<file path="src/rtl/uart_cmd_parser.sv">
// Line-oriented command parser between a UART RX FIFO and TX FIFO.
// Accepts two hex digits plus CR, echoes input and answers 'K' or '?'.
module uart_cmd_parser #(
    parameter int unsigned ECHO = 1
) (
    input  logic       clk,
    input  logic       reset,
    input  logic       rx_empty,
    input  logic [7:0] r_data,
    output logic       rd_uart,
    input  logic       tx_full,
    output logic       wr_uart,
    output logic [7:0] w_data,
    output logic [7:0] value,
    output logic       value_valid,
    output logic [7:0] err_cnt
);

    localparam int unsigned BYTE_W  = 8;
    localparam int unsigned NIB_W   = 4;
    localparam logic        ECHO_EN = (ECHO != 0);

    localparam logic [BYTE_W-1:0] CH_CR = 8'h0D;
    localparam logic [BYTE_W-1:0] CH_LF = 8'h0A;
    localparam logic [BYTE_W-1:0] CH_OK = 8'h4B;
    localparam logic [BYTE_W-1:0] CH_NG = 8'h3F;
    localparam logic [BYTE_W-1:0] CNT_MAX = 8'hFF;

    typedef enum logic [2:0] {
        ST_IDLE  = 3'd0,
        ST_LO    = 3'd1,
        ST_TERM  = 3'd2,
        ST_FLUSH = 3'd3,
        ST_RESP  = 3'd4
    } state_e;

    state_e              state_q, state_d;
    logic [NIB_W-1:0]    hi_q, hi_d;
    logic [NIB_W-1:0]    lo_q, lo_d;
    logic [BYTE_W-1:0]   resp_q, resp_d;
    logic [BYTE_W-1:0]   value_q, value_d;
    logic                vvalid_q, vvalid_d;
    logic [BYTE_W-1:0]   err_q, err_d;
    logic [NIB_W:0]      hex;
    logic                can_read;

    // Returns {is_hex, nibble}; nibble is zero for non-hex bytes.
    function automatic logic [NIB_W:0] hex_decode(input logic [BYTE_W-1:0] c);
        logic [NIB_W:0] r;
        r = '0;
        if (c >= 8'h30 && c <= 8'h39) begin
            r = {1'b1, NIB_W'(c - 8'h30)};
        end else if (c >= 8'h41 && c <= 8'h46) begin
            r = {1'b1, NIB_W'(c - 8'h37)};
        end else if (c >= 8'h61 && c <= 8'h66) begin
            r = {1'b1, NIB_W'(c - 8'h57)};
        end
        return r;
    endfunction

    always_ff @(posedge clk or negedge reset) begin
        if (!reset) begin
            state_q  <= ST_IDLE;
            hi_q     <= '0;
            lo_q     <= '0;
            resp_q   <= '0;
            value_q  <= '0;
            vvalid_q <= 1'b0;
            err_q    <= '0;
        end else begin
            state_q  <= state_d;
            hi_q     <= hi_d;
            lo_q     <= lo_d;
            resp_q   <= resp_d;
            value_q  <= value_d;
            vvalid_q <= vvalid_d;
            err_q    <= err_d;
        end
    end

    // Strobes are combinational so a pop/push lands on the edge that consumes the byte.
    always_comb begin
        state_d  = state_q;
        hi_d     = hi_q;
        lo_d     = lo_q;
        resp_d   = resp_q;
        value_d  = value_q;
        vvalid_d = 1'b0;
        err_d    = err_q;
        rd_uart  = 1'b0;
        wr_uart  = 1'b0;
        w_data   = '0;
        hex      = hex_decode(r_data);
        can_read = reset && !rx_empty && (!ECHO_EN || !tx_full);

        case (state_q)
            ST_RESP: begin
                if (reset && !tx_full) begin
                    wr_uart = 1'b1;
                    w_data  = resp_q;
                    state_d = ST_IDLE;
                end
            end
            default: begin
                if (can_read) begin
                    rd_uart = 1'b1;
                    if (ECHO_EN) begin
                        wr_uart = 1'b1;
                        w_data  = r_data;
                    end
                    case (state_q)
                        ST_IDLE: begin
                            if (hex[NIB_W]) begin
                                hi_d    = hex[NIB_W-1:0];
                                state_d = ST_LO;
                            end else if (r_data != CH_CR && r_data != CH_LF) begin
                                state_d = ST_FLUSH;
                            end
                        end
                        ST_LO: begin
                            if (hex[NIB_W]) begin
                                lo_d    = hex[NIB_W-1:0];
                                state_d = ST_TERM;
                            end else if (r_data == CH_CR) begin
                                resp_d  = CH_NG;
                                err_d   = (err_q == CNT_MAX) ? err_q : err_q + 8'd1;
                                state_d = ST_RESP;
                            end else begin
                                state_d = ST_FLUSH;
                            end
                        end
                        ST_TERM: begin
                            if (r_data == CH_CR) begin
                                value_d  = {hi_q, lo_q};
                                vvalid_d = 1'b1;
                                resp_d   = CH_OK;
                                state_d  = ST_RESP;
                            end else begin
                                state_d = ST_FLUSH;
                            end
                        end
                        ST_FLUSH: begin
                            if (r_data == CH_CR) begin
                                resp_d  = CH_NG;
                                err_d   = (err_q == CNT_MAX) ? err_q : err_q + 8'd1;
                                state_d = ST_RESP;
                            end
                        end
                        default: state_d = ST_IDLE;
                    endcase
                end
            end
        endcase
    end

    assign value       = value_q;
    assign value_valid = vvalid_q;
    assign err_cnt     = err_q;

endmodule

</file>
<file path="config.mk">
export PLATFORM = sky130hd
export DESIGN_NAME = uart_cmd_parser
export DESIGN_NICKNAME = d
export VERILOG_FILES = /design/src/rtl/uart_cmd_parser.sv
export SDC_FILE = /design/constraint.sdc
export NUM_CORES = 1
export LEC_CHECK = 0
export ABC_CLOCK_PERIOD_IN_PS = 2100
export CORE_UTILIZATION = 39
export CTS_CLUSTER_DIAMETER = 100
export CTS_CLUSTER_SIZE = 10
export DETAILED_ROUTE_END_ITERATION = 7
export SLEW_MARGIN = 20
export SYNTH_ARGS = -nofsm -noshare
export SYNTH_HDL_FRONTEND = slang
export SYNTH_SLANG_ARGS = --single-unit
export TNS_END_PERCENT = 100
</file>
<file path="constraint.sdc">
create_clock -name clk -period 2.1 [get_ports clk]
set_clock_uncertainty 0.05 [all_clocks]
set_input_delay 0.21 -clock clk [delete_from_list [all_inputs] [get_ports clk]]
set_output_delay 0.21 -clock clk [all_outputs]
set_load 0.1 [all_outputs]
</file>
# Word-level counts from Yosys, hierarchy flattened
# Index checks and enable logic that the tools add are counted.
# classes
n_addsub	4
n_lt_le_gt_ge	6
eq_ne	13
muxes	31
n_bitwise	1
reduce_logical	19
# op_table
cell	count
$mux W8	9
$mux W3	8
$pmux W8 S3	1
$reduce_and A4 Y1	5
$ge A8 B7 Y1 const B	2
$le A8 B7 Y1 const B	2
$ne A8 B4 Y1 const B	2
$pmux W8 S2	1
$mux W5	3
$pmux W3 S4	1
$add A8 B1 Y8 const B	1
$eq A8 B4 Y1 const B	1
$eq A8 B8 Y1 const B	1
$ge A8 B6 Y1 const B	1
$le A8 B6 Y1 const B	1
$mux W1	8
$sub A4 B3 Y4 const B	2
$logic_and A1 B1 Y1	7
$eq A3 B2 Y1 const B	2
$ne A2 B2 Y1 const B	3
$reduce_and A5 Y1	1
$ne A4 B4 Y1 const B	1
$reduce_bool A2 Y1	2
$sub A4 B1 Y4 const B	1
7 further kinds	8
# word_totals
reg_bits	36
in_bits	12
output_inout_bits	27
wordCells	81

# Logic depth before layout (Yosys ltp)
# logic_depth
ltp_word	9
ltp_mapped	6
mapped_depth_nobuf	6

# Worst setup path before layout
# OpenSTA, ideal clock, no wires.
# synth_timing
path_type	register -> output
startpoint	register state_q[1]
endpoint	output port w_data[0]
t_arrival_ns	3.121
t_required_ns	1.840
path_slack_ns	-1.281
stages_incl_launch_ff	5
n_path_buf	1
path_cell_list	dfrtp_1 -> clkbuf_1 -> or3b_2 -> nor3b_2 -> a22o_1
# synth_via
elab_chain_cells	2
# synth_lines
element	line_no	source
start: declaration	37	state_e state_q, state_d;
start signal: assignment	71	state_q <= state_d;
$eq A3 B3 Y1	96	case (state_q)
$mux W8	96	
end: declaration	13	output logic [7:0] w_data,
# Every way passes these cells.

# Worst setup path after layout
# layout_timing
startpoint	register state_q[0]
endpoint	output port w_data[1]
# Same word-level chain as after synthesis.

==> results.sh <==
export IMPL_outcome="finished with violations"
export IMPL_failed_checks="setup timing"
export IMPL_fp_dieArea_sq_um=4900
export IMPL_worstPathMaxFanout=9
export IMPL_syn_area_sq_um=1800
export IMPL_place_congestion=0.829
export IMPL_drv_cap=0
export IMPL_crit_path_end_kind="primary output"
export IMPL_first_pass_iters=4
export IMPL_drive_gt1_share_pct=46.2
export IMPL_grt_pass1_vias=1735
export IMPL_synth_area_per_cell_sq_um=10.9
export IMPL_hp_class="in2async"
export IMPL_rows=24
export IMPL_relSlewSlack_pct=67.3
export IMPL_fp_dieW_um=70.0
export IMPL_slew_violations=0
export IMPL_synth_ff_type="dfrtp_1"
export IMPL_htreeDepth=2
export IMPL_p_per_area_nw_per_um2=589
export IMPL_gr_usage_all_layers_pct=20.9
export IMPL_synth_warnings=0
export IMPL_synth_edff_count=0
export IMPL_numPortBuffers=38
export IMPL_cts_sinks=31
export IMPL_grt_ovfl_total=0
export IMPL_rsz0062_at_grt="yes"
export IMPL_mostFrequentLayoutCell="buf_4"
export IMPL_antenna_found_initial=0
export IMPL_grt_start_max_net_pins=26
export IMPL_period_share_pct=101
export IMPL_routed_via_density=5.53
export IMPL_n_antenna_cell=0
export IMPL_dp_hpwl_mm=3.74
export IMPL_holdWs_ns=0.100
export IMPL_clkTransAtPathRegs_ns=0.07
export IMPL_setup_slack_ns=-0.0226
export IMPL_final_util_pct=65.1
export IMPL_nets=265
export IMPL_route_detailed_drc=0
export IMPL_critPathKind="reg2out"
export IMPL_cts_tree="yes"
export IMPL_ys_ff_latch=31
export IMPL_start_util_pct=41.1
export IMPL_fmax_mhz=471
export IMPL_stdcell_area_sq_um=2860
export IMPL_cp_start_kind="flip-flop"
export IMPL_ir_worst_vdd_uv=275
export IMPL_vias=1664
export IMPL_clk_path_buf_depth=2
export IMPL_boundaryPins=39
export IMPL_finalSetupTns_ns=-0.155
export IMPL_area_growth_pct=58.5
export IMPL_grt_pass1_wl_mm=8.21
export IMPL_min_period_ns=2.12
export IMPL_core_area_sq_um=4380
export IMPL_leakage_nw=1.39
export IMPL_yosys_cell_types_count=49
export IMPL_syn_nets=182
export IMPL_drtAntennaViolNets=0
export IMPL_cts_buffers=5
export IMPL_cp_arrival_ns=1.86
export IMPL_syn_inst=165
export IMPL_die_h_um=70.0
export IMPL_setup_violations=7
export IMPL_placed_cell_area_sq_um=2660
export IMPL_fill_cells=359
export IMPL_ys_seq_area_share_pct=43.1
export IMPL_worstMarginPinSlew_ns=0.486
export IMPL_wl_per_cell_um=15.8
export IMPL_final_cell_mix="buf_4 (55), dfrtp_1 (26), mux2_2 (12), buf_12 (11)"
export IMPL_critical_path_required_ns=1.84
export IMPL_async_reset_ff_share_pct=100
export IMPL_dr_first_iter_drc_count=86
export IMPL_hold_violations=0
export IMPL_clock_latency_ns=0.28
export IMPL_wl_mm=4.77
export IMPL_clock_root_buffer="clkbuf_8"
timing repair:
action,4_1_cts,5_1_grt
hold endpoints to repair,6,0
pin swaps,2,3
buffers inserted,3,2
cloned,0,0
gates resized for setup,6,6
hold buffers,1,0
endpoints found under the setup margin,9,17
final cells by class:
| type | instances | area, sq um | share of cell area (%) |
|---|---|---|---|
| multi-input cells | 121 | 1080 | 37.8 |
| flip-flops and latches | 31 | 782 | 27.4 |
| inverters | 9 | 33.8 | 1.18 |
| clock buffers | 6 | 82.6 | 2.89 |
| clock inverters | 2 | 35.0 | 1.23 |
| repair buffers | 80 | 777 | 27.2 |
| well taps | 52 | 65.1 | 2.28 |
state kept, by name (all words and copies together), names as in the netlist:
signal / cells
err_cnt: 8
value_valid: 1
state_q: 3
hi_q: 4
lo_q: 4
value: 8
resp_q: 3
stage by stage:
step / setup WS [ns] / std cells / total power, mW
after floorplan: -0.443 / 165 / 0.899
after global placement: -0.219 / 289 / 1.07
after detailed placement: -0.308 / 289 / 1.08
after CTS: -0.0312 / 300 / 1.69
after global routing: -0.0619 / 301 / 1.77
final: -0.0226 / 301 / 1.68
power by group:
part / switching, mW / leakage [nW] / internal (mW) / total [mW]
registers: 0.0236 / 0.397 / 0.636 / 0.660
logic: 0.246 / 0.932 / 0.175 / 0.421
clock network: 0.217 / 0.0612 / 0.383 / 0.600
kinds of logic (layout without fill, tap and decap cells):
family,Yosys count,count (layout),synth area share [%]
flip-flops,31,31,43.1
adder cells (fa/ha/maj),5,5,3.47
buffers and inverters,13,97,2.99
multiplexers,14,14,8.68
AO/OA/AOI/OAI,40,40,16.5
AND/OR/NAND/NOR,55,55,21.9
XOR/XNOR,7,7,3.40
metal layers:
layer / vias to the layer above / part of all wire [%] / GRT usage (%)
li1: 793 / - / -
met1: 821 / 45 / 26.5
met2: 46 / 51 / 36.2
met3: 4 / 3.4 / 4.04
met4: 0 / 0.73 / 5.78
met5: - / 0 / 0
Yosys cell counts (3+ instances only):
| master | count | area, sq um |
|---|---|---|
| ha_1 | 5 | 62.6 |
| nor2_1 | 9 | 33.8 |
| nand3_1 | 7 | 35.0 |
| and3_1 | 5 | 31.3 |
| a22o_1 | 9 | 78.8 |
| dfrtp_1 | 31 | 776 |
| nand2b_1 | 3 | 18.8 |
| nand2_1 | 6 | 22.5 |
| mux2_2 | 12 | 135 |
| inv_1 | 9 | 33.8 |
| xor2_1 | 5 | 43.8 |
| o21ai_0 | 5 | 25.0 |
| a21oi_1 | 7 | 35.0 |
| o2bb2ai_1 | 3 | 26.3 |
| nor3_1 | 4 | 20.0 |
path summary, 6_finish.rpt:
kind / start / to / slack [ns] / cells past startpoint
worst max-delay path: state_q[0]$_DFFE_PN0P_ / w_data[1] / -0.02 / 6
worst min-delay path: reset / err_cnt[5]$_DFFE_PN0P_ / 0.10 / 2
worst max register to register: state_q[2]$_DFFE_PN0P_ / hi_q[3]$_DFFE_PN0P_ / 0.08 / 5
worst min register to register: err_cnt[5]$_DFFE_PN0P_ / err_cnt[5]$_DFFE_PN0P_ / 0.43 / 1
max in group asynchronous: reset / state_q[1]$_DFFE_PN0P_ / 1.16 / 3
min in group clk: r_data[0] / hi_q[0]$_DFFE_PN0P_ / 0.38 / 3
critical path: stages, from the launching register on:
cell,delay [ns]
dfrtp_1,0.38
or3b_4,0.41
buf_6,0.13
nor3b_4,0.14
buf_12,0.14
a22o_4,0.22
buf_12,0.16
Note: power is estimated with default switching activity, not from simulation.
